--- src/rtl/im_loader.sv ---
// Serial-stream instruction-memory loader: length header, big-endian words, CPU held in reset until done.
// Optional trailing XOR checksum byte is enabled by defining LOADER_CHECKSUM_EN.
module im_loader #(
    parameter int ADDR_W = 8
) (
    input  logic              clk,
    input  logic              rst,
    input  logic              start,
    input  logic              byte_valid,
    input  logic [7:0]        byte_data,
    output logic              byte_ready,
    output logic              im_we,
    output logic [ADDR_W-1:0] im_addr,
    output logic [31:0]       im_wdata,
    output logic              cpu_rst,
    output logic              done,
    output logic              err
);

    typedef enum logic [2:0] {
        IDLE,
        LEN_HI,
        LEN_LO,
        DATA,
        WR,
        CHK,
        DONE,
        ERR
    } state_t;

    // Word counts above the memory depth abort the load.
    localparam logic [31:0] DEPTH = 32'd1 << ADDR_W;

`ifdef LOADER_CHECKSUM_EN
    localparam state_t END_STATE = CHK;
`else
    localparam state_t END_STATE = DONE;
`endif

    state_t      state;
    logic [7:0]  len_hi;
    logic [15:0] len;
    logic [16:0] word_idx;
    logic [1:0]  byte_cnt;
    logic [23:0] word_sr;
    logic        accept;
    logic        load_start;

    assign byte_ready = (state == LEN_HI) || (state == LEN_LO) ||
                        (state == DATA)   || (state == CHK);
    assign accept     = byte_valid && byte_ready;
    assign load_start = start && ((state == IDLE) || (state == DONE) || (state == ERR));

`ifdef LOADER_CHECKSUM_EN
    logic [7:0] chk;

    // Running XOR over every header and data byte; the trailing byte itself is excluded.
    always_ff @(posedge clk) begin
        if (rst || load_start) begin
            chk <= 8'd0;
        end else if (accept && (state != CHK)) begin
            chk <= chk ^ byte_data;
        end
    end
`endif

    always_ff @(posedge clk) begin
        if (rst) begin
            state    <= IDLE;
            im_we    <= 1'b0;
            im_addr  <= '0;
            im_wdata <= 32'd0;
            cpu_rst  <= 1'b1;
            done     <= 1'b0;
            err      <= 1'b0;
            len_hi   <= 8'd0;
            len      <= 16'd0;
            word_idx <= 17'd0;
            byte_cnt <= 2'd0;
            word_sr  <= 24'd0;
        end else begin
            im_we <= 1'b0;
            case (state)
                IDLE, DONE, ERR: begin
                    if (start) begin
                        state    <= LEN_HI;
                        done     <= 1'b0;
                        err      <= 1'b0;
                        cpu_rst  <= 1'b1;
                        word_idx <= 17'd0;
                        byte_cnt <= 2'd0;
                    end else if (state == DONE) begin
                        done    <= 1'b1;
                        cpu_rst <= 1'b0;
                    end else if (state == ERR) begin
                        err <= 1'b1;
                    end
                end
                LEN_HI: begin
                    if (accept) begin
                        len_hi <= byte_data;
                        state  <= LEN_LO;
                    end
                end
                LEN_LO: begin
                    if (accept) begin
                        len <= {len_hi, byte_data};
                        if ({16'd0, len_hi, byte_data} > DEPTH) begin
                            state <= ERR;
                        end else if ({len_hi, byte_data} == 16'd0) begin
                            state <= END_STATE;
                        end else begin
                            state <= DATA;
                        end
                    end
                end
                DATA: begin
                    // First byte of a word lands in the top lane; the 4th byte issues the write.
                    if (accept) begin
                        word_sr  <= {word_sr[15:0], byte_data};
                        byte_cnt <= byte_cnt + 2'd1;
                        if (byte_cnt == 2'd3) begin
                            state    <= WR;
                            im_we    <= 1'b1;
                            im_addr  <= ADDR_W'(word_idx);
                            im_wdata <= {word_sr, byte_data};
                        end
                    end
                end
                WR: begin
                    word_idx <= word_idx + 17'd1;
                    if ((word_idx + 17'd1) < {1'b0, len}) begin
                        state <= DATA;
                    end else begin
                        state <= END_STATE;
                    end
                end
`ifdef LOADER_CHECKSUM_EN
                CHK: begin
                    if (accept) begin
                        state <= (byte_data == chk) ? DONE : ERR;
                    end
                end
`endif
                default: state <= IDLE;
            endcase
        end
    end

endmodule

--- config.mk ---
export PLATFORM = sky130hd
export DESIGN_NAME = im_loader
export DESIGN_NICKNAME = d
export VERILOG_FILES = /design/src/rtl/im_loader.sv
export SDC_FILE = /design/constraint.sdc
export NUM_CORES = 1
export LEC_CHECK = 0
export BUFFER_PORTS_ARGS = -buffer_cell sky130_fd_sc_hd__buf_2
export CAP_MARGIN = 10
export CORE_UTILIZATION = 45
export DETAILED_ROUTE_END_ITERATION = 7
export GPL_TIMING_DRIVEN = 1
export PLACE_DENSITY = 0.71
export SYNTH_ARGS = -nofsm -noshare
export SYNTH_HDL_FRONTEND = slang
export SYNTH_SLANG_ARGS = --single-unit
--- constraint.sdc ---
create_clock -name clk -period 3.38 [get_ports clk]
set_clock_uncertainty 0.1 [all_clocks]
set_input_delay 0.676 -clock clk [delete_from_list [all_inputs] [get_ports clk]]
set_output_delay 0.676 -clock clk [all_outputs]
set_load 0.005 [all_outputs]
==> flow_summary.toml <==
[pwr]
power_density_nw_per_um2 = 615
ir_worst_vdd_v = 0.000504
leakagePower_nw = 2.30

[worst_setup_path]
critical-path-max-stage-delay_ps = 440
crit_slowest_cell = "sky130_fd_sc_hd__dfxtp_1"
arrival_ps = 3330
worst_path_most_repeated_cell = "sky130_fd_sc_hd__ha_1"
cp-end-kind = "flop"
critical_path.max_fanout = 7
worstSetupPathType = "flop to flop"
crit_path_cell_trace = "ha_1 -> nand3_4 -> nor3_1 -> xnor2_1 -> ha_1 -> and3_1 -> a221oi_1 -> nand3_1 -> o31ai_1 -> a31o_1 -> a21oi_1"
worstPathRequired_ps = 3650
category_of_the_worst_setup_path_launch_point = "flop"

[timing]
finalSetupViolations = 0
worst_margin_pin_slew_ps = 758
maxClockFrequency_mhz = 326
timing.setup.tns_ps = 0
rsz0062_at_grt = "no"
layout_min_cycle_time_ps = 3070
maxSlewViolCount = 0
fin_ws_ps = 311
final_critical_path_share_of_the_clock_period_pct = 90.8
relSlewSlack_pct = 49.1
hold_viol_final = 0

[cts]
tritoncts = "built"
clock_sink_count = 114
clock_tree.buffer_depth = 2
cts.repair_timing.setup_buffer_count = 0
postCtsHoldBufs = 0
tritoncts_buffer_count = 17
postCtsResizedCells = 0
ctsHtreeMaxLevel = 4
cts.reportedPaths.clkPinSlew_ps = 60
worst_skew_pair.late_latency_ps = 510
cts_root_buffer = "sky130_fd_sc_hd__clkbuf_8"

[grt]
grt-busiest-layer = "met2"
use_met2_pct = 32.3
grt_util_all_layers_pct = 20.9
grt_first_pass_wirelength_um = 19000
grt_pass1_vias = 4047
grtUsageMet3_pct = 6.44
grt_remaining_overflow = 0
gr-usage-met1_pct = 27.3
grt_start_max_net_pins = 59
antenna_found_initial = 0

[synthesis]
synth_top_cells_by_area = "sky130_fd_sc_hd__dfxtp_1 (46%), sky130_fd_sc_hd__nand2_1 (15%), sky130_fd_sc_hd__a21oi_1 (12%), sky130_fd_sc_hd__ha_1 (4.3%), sky130_fd_sc_hd__nor2_1 (2.4%)"
avgSynthCellArea_um2 = 7.67
synthDistinctLibCells = 44
synth_largest_area_cell = "sky130_fd_sc_hd__dfxtp_1"
synthesis.yosys.warnings = 0
synth_edf_count = 0
postSynthNetCount = 678
async_s_r_ff_share_synth_pct = 0
yosys.area.top_type_share_pct = 45.9
dominantRegCellSynth = "sky130_fd_sc_hd__dfxtp_1"
post_synth_inst_count = 649
synthesis.area_um2 = 4970
synth-seq-cells = 114
synth_seq_area_share_pct = 45.9

[route]
detailedRoute.firstIterationViolations = 214
detailroute.via_count = 4423
via_per_inst = 5.25
detail_route.first_pass.iterations = 5
drc = 0
routed_wl_um = 11200
antenna_left = 0
route.detailed.wl_per_inst_um = 13.3

[die]
die_width_um = 107
design.core.area_um2 = 10800
die_h_um = 107
die_area_um2 = 11500
num_rows = 38
io_pins = 57
initial_core_util_pct = 46.1

[cells_and_area]
finalNetCount = 719
areaGrowthSynthToFinish_pct = 19.0
post_route_non_filler_standard_cell_count = 843
antennaDiodeCount = 0
final_layout_size_suffix_gt1_share_pct = 14.7

[place]
gpl.final_weighted_congestion = 0.851
place_hpwl_um = 7540
post-place-cells = 811
place_ws_ps = 322
place.port_buffers = 56

[outcome]
outcome = "finished, final reports clean"

[job]
max_capacitance_violation_total = 0

[hold_path]
hold_path_class = "flop to flop"
[cells by family after synthesis]
group | share of synthesized area (%)
xor gates and xnor gates | 2.82
and+or+nand+nor | 25.2
AOI/OAI and AO/OA | 17.1
DFF | 45.9
buffers and inverters | 4.80
adders and majority gates | 4.28
[metal layers]
layer | wire length [um] | share of wire, % | vias up
li1 | - | - | 2254
met1 | 5240 | 47 | 2055
met2 | 5350 | 48 | 100
met3 | 494 | 4.4 | 14
met4 | 158 | 1.4 | 0
met5 | 0 | 0 | -
[worst paths after layout]
kind / slack (ps) / cells past startpoint / endpoint / start
hold reg to reg: 350 / 2 / im_wdata[20] / im_wdata[20]
setup / recovery: 310 / 11 / state[2] / word_idx[0]
hold / removal: 350 / 2 / im_wdata[20] / im_wdata[20]
setup reg to reg: 310 / 11 / state[2] / word_idx[0]
[worst max-delay path: cells and delay by family, from the launching register on]
family,cells,cell delay [ps]
flops,1,440
compound gates,4,790
fa+ha+maj,2,590
xor+xnor,1,190
simple gates,4,820
[cells in the mapped netlist, types with 2 or more instances]
library cell	count
sky130_fd_sc_hd__dfxtp_1	114
sky130_fd_sc_hd__nor4_1	6
sky130_fd_sc_hd__o21a_1	2
sky130_fd_sc_hd__nand3_1	10
sky130_fd_sc_hd__xor2_1	6
sky130_fd_sc_hd__clkbuf_1	31
sky130_fd_sc_hd__a21o_1	5
sky130_fd_sc_hd__nand2b_1	4
sky130_fd_sc_hd__and3_1	5
sky130_fd_sc_hd__a22oi_1	5
sky130_fd_sc_hd__xnor2_1	10
sky130_fd_sc_hd__o21ai_0	13
sky130_fd_sc_hd__nand3b_1	2
sky130_fd_sc_hd__buf_2	9
sky130_fd_sc_hd__inv_1	18
sky130_fd_sc_hd__or3_1	4
sky130_fd_sc_hd__nor2_1	32
sky130_fd_sc_hd__a211oi_1	2
sky130_fd_sc_hd__nand4_1	5
sky130_fd_sc_hd__nor3_1	11
sky130_fd_sc_hd__and2_1	4
sky130_fd_sc_hd__ha_1	17
sky130_fd_sc_hd__a21oi_1	118
sky130_fd_sc_hd__nand2_1	196
[cells in the final DEF, fill, tap and decap left out, types with 2 or more instances in the layout]
cell,count
sky130_fd_sc_hd__nor3_1,11
sky130_fd_sc_hd__and2_1,4
sky130_fd_sc_hd__a22oi_1,5
sky130_fd_sc_hd__a21o_1,5
sky130_fd_sc_hd__buf_4,8
sky130_fd_sc_hd__nand3_1,10
sky130_fd_sc_hd__o21a_1,2
sky130_fd_sc_hd__a211oi_1,2
sky130_fd_sc_hd__and3_1,5
sky130_fd_sc_hd__xor2_1,6
sky130_fd_sc_hd__nor4_1,6
sky130_fd_sc_hd__or3_1,4
sky130_fd_sc_hd__clkbuf_8,2
sky130_fd_sc_hd__clkinvlp_4,4
sky130_fd_sc_hd__clkbuf_16,16
sky130_fd_sc_hd__nor2_1,32
sky130_fd_sc_hd__buf_2,55
sky130_fd_sc_hd__nand3b_1,2
sky130_fd_sc_hd__dfxtp_1,114
sky130_fd_sc_hd__clkinv_4,3
sky130_fd_sc_hd__nand2b_1,4
sky130_fd_sc_hd__bufinv_16,3
sky130_fd_sc_hd__nand4_1,5
sky130_fd_sc_hd__inv_1,18
sky130_fd_sc_hd__a21oi_1,118
sky130_fd_sc_hd__xnor2_1,10
sky130_fd_sc_hd__ha_1,17
sky130_fd_sc_hd__o21ai_0,13
sky130_fd_sc_hd__nand2_1,196
sky130_fd_sc_hd__inv_6,3
[metrics by stage]
step	power, mW	hold slack, ps	util, %	area [um^2]
finish	3.64	349	54.8	5920
global placement	1.86	340	49.2	5310
detailed placement	1.87	346	49.2	5310
CTS	3.66	343	54.8	5920
global route	3.80	347	54.8	5920
floorplan	1.78	332	-	4970
[power breakdown]
part | internal (mW) | switching, mW | leakage (nW)
clock | 1.15 | 0.645 | 0.284
combinational | 0.145 | 0.250 | 1.10
sequential | 1.38 | 0.0696 | 0.919
[area by class of cell]
class | count | area [um^2]
Clock inverter | 14 | 178
Fill cell | 986 | 4870
Clock buffer | 18 | 428
Multi-Input combinational cell | 476 | 2450
Timing Repair Buffer | 63 | 335
Sequential cell | 114 | 2280
Inverter | 18 | 67.6
Tap cell | 140 | 175
[sequential cells by signal (all words and copies together), names as in the netlist]
name / cells
byte_cnt: 2
word_idx: 17
im_we: 1
len_hi: 8
im_addr: 8
im_wdata: 32
len: 16
state: 3
word_sr: 24
err: 1
done: 1
cpu_rst: 1
Power figures use the tool's default switching activity.
